<file path="src/rtl/ram_dma.sv">
// Block-copy initiator for a RAM512-style memory port.
// Each word takes two cycles: a READ that latches mem_out, then a WRITE that stores it.
module ram_dma #(
    parameter int ADDR_W = 9,
    parameter int DATA_W = 16
) (
    input  logic              clk,
    input  logic              reset,
    input  logic              start,
    input  logic [ADDR_W-1:0] src,
    input  logic [ADDR_W-1:0] dst,
    input  logic [ADDR_W:0]   len,
    output logic              busy,
    output logic              done,
    output logic [ADDR_W:0]   count,
    output logic [ADDR_W-1:0] mem_address,
    output logic              mem_load,
    output logic [DATA_W-1:0] mem_in,
    input  logic [DATA_W-1:0] mem_out
);

    localparam logic [ADDR_W:0] COUNT_ONE = {{ADDR_W{1'b0}}, 1'b1};

    typedef enum logic [1:0] {
        IDLE,
        READ,
        WRITE,
        DONE
    } state_t;

    state_t state;
    state_t state_next;

    logic [ADDR_W-1:0] src_reg;
    logic [ADDR_W-1:0] dst_reg;
    logic [ADDR_W:0]   len_reg;
    logic [DATA_W-1:0] data_reg;
    logic [ADDR_W:0]   count_inc;

    assign count_inc = count + COUNT_ONE;

    always_ff @(posedge clk or posedge reset) begin
        if (reset) begin
            state <= IDLE;
        end else begin
            state <= state_next;
        end
    end

    // Memory-port outputs are pure state decodes, so mem_load cannot glitch outside WRITE
    // and everything falls to zero the instant reset forces IDLE.
    always_comb begin
        state_next  = state;
        busy        = 1'b0;
        done        = 1'b0;
        mem_load    = 1'b0;
        mem_address = '0;
        mem_in      = '0;
        unique case (state)
            IDLE: begin
                if (start) begin
                    state_next = (len != '0) ? READ : DONE;
                end
            end
            READ: begin
                busy        = 1'b1;
                mem_address = src_reg + count[ADDR_W-1:0];
                state_next  = WRITE;
            end
            WRITE: begin
                busy        = 1'b1;
                mem_load    = 1'b1;
                mem_address = dst_reg + count[ADDR_W-1:0];
                mem_in      = data_reg;
                state_next  = (count_inc < len_reg) ? READ : DONE;
            end
            DONE: begin
                done       = 1'b1;
                state_next = IDLE;
            end
            default: begin
                state_next = IDLE;
            end
        endcase
    end

    // Copy arguments are captured only on an accepted start, so later start pulses cannot disturb a copy.
    always_ff @(posedge clk or posedge reset) begin
        if (reset) begin
            src_reg  <= '0;
            dst_reg  <= '0;
            len_reg  <= '0;
            data_reg <= '0;
            count    <= '0;
        end else begin
            unique case (state)
                IDLE: begin
                    if (start) begin
                        src_reg <= src;
                        dst_reg <= dst;
                        len_reg <= len;
                        count   <= '0;
                    end
                end
                READ: begin
                    data_reg <= mem_out;
                end
                WRITE: begin
                    count <= count_inc;
                end
                default: begin
                end
            endcase
        end
    end

endmodule

</file>
<file path="config.mk">
export PLATFORM = sky130hd
export DESIGN_NAME = ram_dma
export DESIGN_NICKNAME = d
export VERILOG_FILES = /design/src/rtl/ram_dma.sv
export SDC_FILE = /design/constraint.sdc
export NUM_CORES = 1
export LEC_CHECK = 0
export ABC_CLOCK_PERIOD_IN_PS = 7500
export BUFFER_PORTS_ARGS = -buffer_cell sky130_fd_sc_hd__buf_2
export CAP_MARGIN = 20
export CORE_ASPECT_RATIO = 1.5
export CORE_MARGIN = 2
export CORE_UTILIZATION = 26
export DETAILED_ROUTE_END_ITERATION = 16
export PLACE_DENSITY = 0.49
export SYNTH_ARGS = -nofsm -noshare
export SYNTH_HDL_FRONTEND = slang
export SYNTH_SLANG_ARGS = --single-unit
</file>
<file path="constraint.sdc">
create_clock -name clk -period 7.5 [get_ports clk]
set_input_delay 1.5 -clock clk [delete_from_list [all_inputs] [get_ports clk]]
set_output_delay 1.5 -clock clk [all_outputs]
set_load 0.02 [all_outputs]
</file>
# Word level (Yosys, flattened, before mapping)
# Cells that the tools add are included.
[word_totals]
out_inout_bits = 38
ff_bits = 56
inputBits = 47
[classes]
n_addsub = 3
eq_ne = 4
muxes = 11
magnitude_cmp = 1
reduce_logical = 6
[ops]
columns = ["op", "count"]
rows = [
  ["case mux 10 bit (2 select lines)", 1],
  ["adder 9 bit", 2],
  ["case mux 9 bit (2 select lines)", 1],
  ["two-way mux 16 bit", 1],
  ["adder 10 x 1 -> 10 bit, second input constant", 1],
  ["less-than comparator 10 bit", 1],
  ["two-way mux 10 bit", 1],
  ["nonzero test 10 bit", 1],
  ["case mux 2 bit (4 select lines)", 1],
  ["two-way mux 2 bit", 3],
  ["equality test 2 bit, second input constant", 2],
  ["AND reduction 2 bit", 2],
  ["two-way mux 1 bit", 3],
  ["equality test 2 x 1 -> 1 bit, second input constant", 1],
  ["zero test 2 bit", 1],
  ["inequality test 2 bit, second input constant", 1],
  ["nonzero test 2 bit", 1],
  ["OR reduction 2 bit", 1],
]

# Logic depth before layout (Yosys ltp)
[depth]
depth_word = 4
mapped_depth = 10
mapped_depth_nobuf = 9

# Worst setup path before layout
# Ideal clock, no wire load.
[synth_path]
kind = "flip-flop to output port"
from = "reg state[0]"
to = "out mem_address[8]"
slack_ps = 2822
path_stages_with_launch = 11
arrival_ps = 3178
cell_sequence = "dfrtp_1 -> inv_1 -> ha_1 -> clkbuf_1 -> mux2_2 -> ha_1 -> fa_1 -> a211oi_4 -> o21bai_4 -> a2111oi_4 -> o21bai_1"
[synth_between]
elab_chain_cells = 2
elab_cells_between_ends = 3
classes_between = "eq/ne (2); mux (1)"
[synth_lines]
columns = ["item", "line", "text"]
rows = [
  ["start: declaration", "31", "state_t state;"],
  ["start signal: assignment", "46", "state <= state_next;"],
  ["equality test 2 bit / equality test 2 x 1 -> 1 bit (equally long branches)", "59", "unique case (state)"],
  ["case mux 9 bit (2 select lines) *", "59", ""],
  ["end: declaration", "16", "output logic [ADDR_W-1:0] mem_address,"],
]
# Mark *: on every way between the ends. The rest lies on a longest branch, timed or not.

# Worst setup path after layout
# Same ends and word-level chain as after synthesis.

==> impl_metrics.env <==
export IMPL_status="finished, final reports clean"
export IMPL_r2r_end="state[1]"
export IMPL_root_buffer="clkbuf_16"
export IMPL_drt_pre_antenna_iters=4
export IMPL_ant_nets=0
export IMPL_cts_htree_levels=2
export IMPL_hold_path_end="data_reg[9]"
export IMPL_post_cts_buffers=0
export IMPL_fin_cells=526
export IMPL_min_path_cells=1
export IMPL_intPower_mw=0.953
export IMPL_vias_per_cell=4.72
export IMPL_synth_seq_cells=56
export IMPL_crit_type="reg -> out"
export IMPL_min_period_over_period_pct=63.9
export IMPL_hold_viol=0
export IMPL_clockPowerShare_pct=18.2
export IMPL_postLayoutCellArea_mm2=0.00403
export IMPL_mostFrequentLayoutCell="buf_2"
export IMPL_fmax_mhz=209
export IMPL_post_synth_cell_area_avg_um2=11.4
export IMPL_wl_um=8350
export IMPL_skew_ns=0.00532
export IMPL_worstHoldStart="data_reg[9]"
export IMPL_hpwlAfterDp_um=6530
export IMPL_ys_flop_type="dfrtp_1"
export IMPL_largest_reg_flops=16
export IMPL_initial_core_util_pct=26.4
export IMPL_gp_congestion=0.818
export IMPL_synth_edf_count=0
export IMPL_swShare_pct=39.0
export IMPL_power_density_mw_per_mm2=387
export IMPL_dieArea_mm2=0.0134
export IMPL_fin_hold_ws_ns=0.503
export IMPL_final_cell_mix="buf_2, dfrtp_1, mux2_2, ha_1, and2_1"
export IMPL_ys_async_sr_fraction_pct=100
export IMPL_ys_types=46
export IMPL_coreArea_mm2=0.0123
export IMPL_die_x_um=95.3
export IMPL_power_mw=1.56
export IMPL_vias=2481
export IMPL_hold_path_class="reg -> reg"
export IMPL_die_h_um=141
export IMPL_crit_chain="inv_1, ha_1, buf_4, mux2_2, ha_1, or3_4, o21bai_4, a2111oi_4, o21bai_1, buf_2"
export IMPL_slowest_stage="dfrtp_1"
export IMPL_cts_tree="yes"
export IMPL_syn_inst=285
export IMPL_drive_gt1_share_pct=39.5
export IMPL_grt_pass1_wl_um=13400
export IMPL_reg2regPathDepth=9
export IMPL_cts_buffers=5
export IMPL_yosys_warnings=0
export IMPL_arrival_ns=3.29
export IMPL_cp_max_fo=29
export IMPL_num_rows=50
export IMPL_antenna_found_initial=0
export IMPL_setup_tns_final_ns=0
export IMPL_p_leak_nw=1.99
export IMPL_clk_pin_slew_worst_paths_ns=0.07
export IMPL_worst_slew_pin_slew_ns=0.805
export IMPL_seq_area_frac_synth_pct=43.1
export IMPL_clkLatencyLatePin_ns=0.29
export IMPL_portBuffers=84
export IMPL_startpoint="state[0]"
export IMPL_crit_required_ns=6.00
export IMPL_post_route_min_period_ns=4.79
export IMPL_r2r_start="count[1]"
export IMPL_cap_viol_max_count=0
export IMPL_r2r_slack_ns=4.77
export IMPL_syn_nets=355
export IMPL_post_drt_wl_per_cell_um=15.9
export IMPL_slew_headroom_pct=46.4
export IMPL_dpl_instance_area_mm2=0.00385
export IMPL_cp_slowest_stage_delay_ns=0.42
export IMPL_syn_area_mm2=0.00325
export IMPL_final_nets=439
export IMPL_crit_path_frequent_cell="ha_1"
export IMPL_p_switching_mw=0.609
export IMPL_start_kind="flip-flop"
export IMPL_grt_overflow_total=0
export IMPL_clock_sinks=56
export IMPL_detail_route_iter0_violations=99
export IMPL_n_fill_cell=1269
export IMPL_holdBufCountCts=0
export IMPL_drv_slew=0
export IMPL_area_growth_pct=24.0
export IMPL_ir_worst_vdd_v=0.000158
export IMPL_rsz0062_at_grt="false"
export IMPL_grt_max_degree=57
export IMPL_grt_pass1_vias=2651
export IMPL_max_clock_path_buffers=2
export IMPL_antenna_cells=0
export IMPL_cts_resized=0
export IMPL_post_route_drc_count=0
export IMPL_setup_violations=0
export IMPL_grt_usage_pct=12.9
export IMPL_dp_cells=518
export IMPL_cp_end_kind="primary output"
export IMPL_p_seq_share_pct=32.8
export IMPL_ios=85
export IMPL_pwr_share_comb_pct=49.0
-- cells in the mapped netlist, types with 2 or more instances --
library cell,n,area share (%)
a2111o_1,2,0.69
xnor2_1,3,0.81
nand4_1,4,0.77
buf_2,3,0.46
a21oi_1,7,1.1
nor3b_1,3,0.69
a211o_1,2,0.54
o21bai_1,2,0.46
a22o_1,2,0.54
mux2_2,42,15
o211ai_1,3,0.69
xor2_1,7,1.9
o22ai_1,2,0.38
nor2_1,9,1.0
a32o_1,5,1.5
nand2b_1,2,0.38
nor4_1,3,0.58
mux2_1,10,3.5
a31oi_1,2,0.38
o21ai_1,5,0.77
ha_1,22,8.5
a21o_1,5,1.2
nand2_1,14,1.6
nand3_1,4,0.62
clkbuf_1,7,0.81
a211oi_1,2,0.46
inv_1,16,1.8
and2_1,19,3.7
nor3_1,2,0.31
o21ai_0,5,0.77
dfrtp_1,56,43
-- through the flow --
step,setup WS (ns),utilization [%]
detailed placement,3.02,31.2
finish,2.71,32.7
CTS,2.70,32.7
floorplan,2.82,-
global route,2.52,32.7
global placement,3.08,31.2
-- worst max-delay path, delay by kind of cell (launching register included) --
kind	cells	cell delay (ns)
DFF	1	0.42
adders and majority gates	2	0.49
buffers and inverters	3	0.61
muxes	1	0.38
AOI/OAI and AO/OA	3	0.68
and+or+nand+nor	1	0.41
-- layer usage --
metal / global-route usage [%] / routed length, um / part of all wire [%]
met5: 0 / 0 / 0
met1: 14.0 / 3170 / 38
met2: 23.8 / 4560 / 55
met3: 2.57 / 381 / 4.6
met4: 5.34 / 239 / 2.9
-- power groups by stage --
stage,Combinational (mW),Sequential [mW],Clock (mW)
2_1_floorplan,0.577,0.492,0
3_3_place_gp,0.760,0.519,0
3_5_place_dp,0.770,0.524,0
4_1_cts,0.776,0.517,0.292
5_1_grt,0.848,0.531,0.304
6_report,0.765,0.513,0.284
-- cell families (layout without fill, tap and decap cells) --
family                     after synthesis  after routing  share of synthesized area [%]
and+or+nand+nor                         65             65                           11.1
DFF                                     56             56                           43.1
muxes                                   53             53                           18.3
AOI/OAI and AO/OA                       50             50                           12.3
buffers and inverters                   28            113                           3.35
adders and majority gates               23             23                           9.08
xor gates and xnor gates                10             10                           2.69
-- worst max path at each step --
| stage | end | slack [ns] |
|---|---|---|
| final | mem_address[8] | 2.71 |
| after floorplan | mem_address[8] | 2.82 |
| after CTS | mem_address[8] | 2.70 |
| after global routing | mem_address[8] | 2.52 |
| after global placement | mem_address[8] | 3.08 |
| after detailed placement | mem_address[8] | 3.02 |
-- layout make-up --
| class | instances | area, um^2 | area share (%) |
|---|---|---|---|
| clock buffers | 7 | 153 | 3.79 |
| clock inverters | 1 | 30.0 | 0.745 |
| inverters | 18 | 67.6 | 1.68 |
| multi-input cells | 201 | 1740 | 43.2 |
| flip-flops and latches | 56 | 1400 | 34.8 |
| well taps | 156 | 195 | 4.84 |
| repair buffers | 87 | 443 | 11.0 |
(Power assumes the default switching activity.)
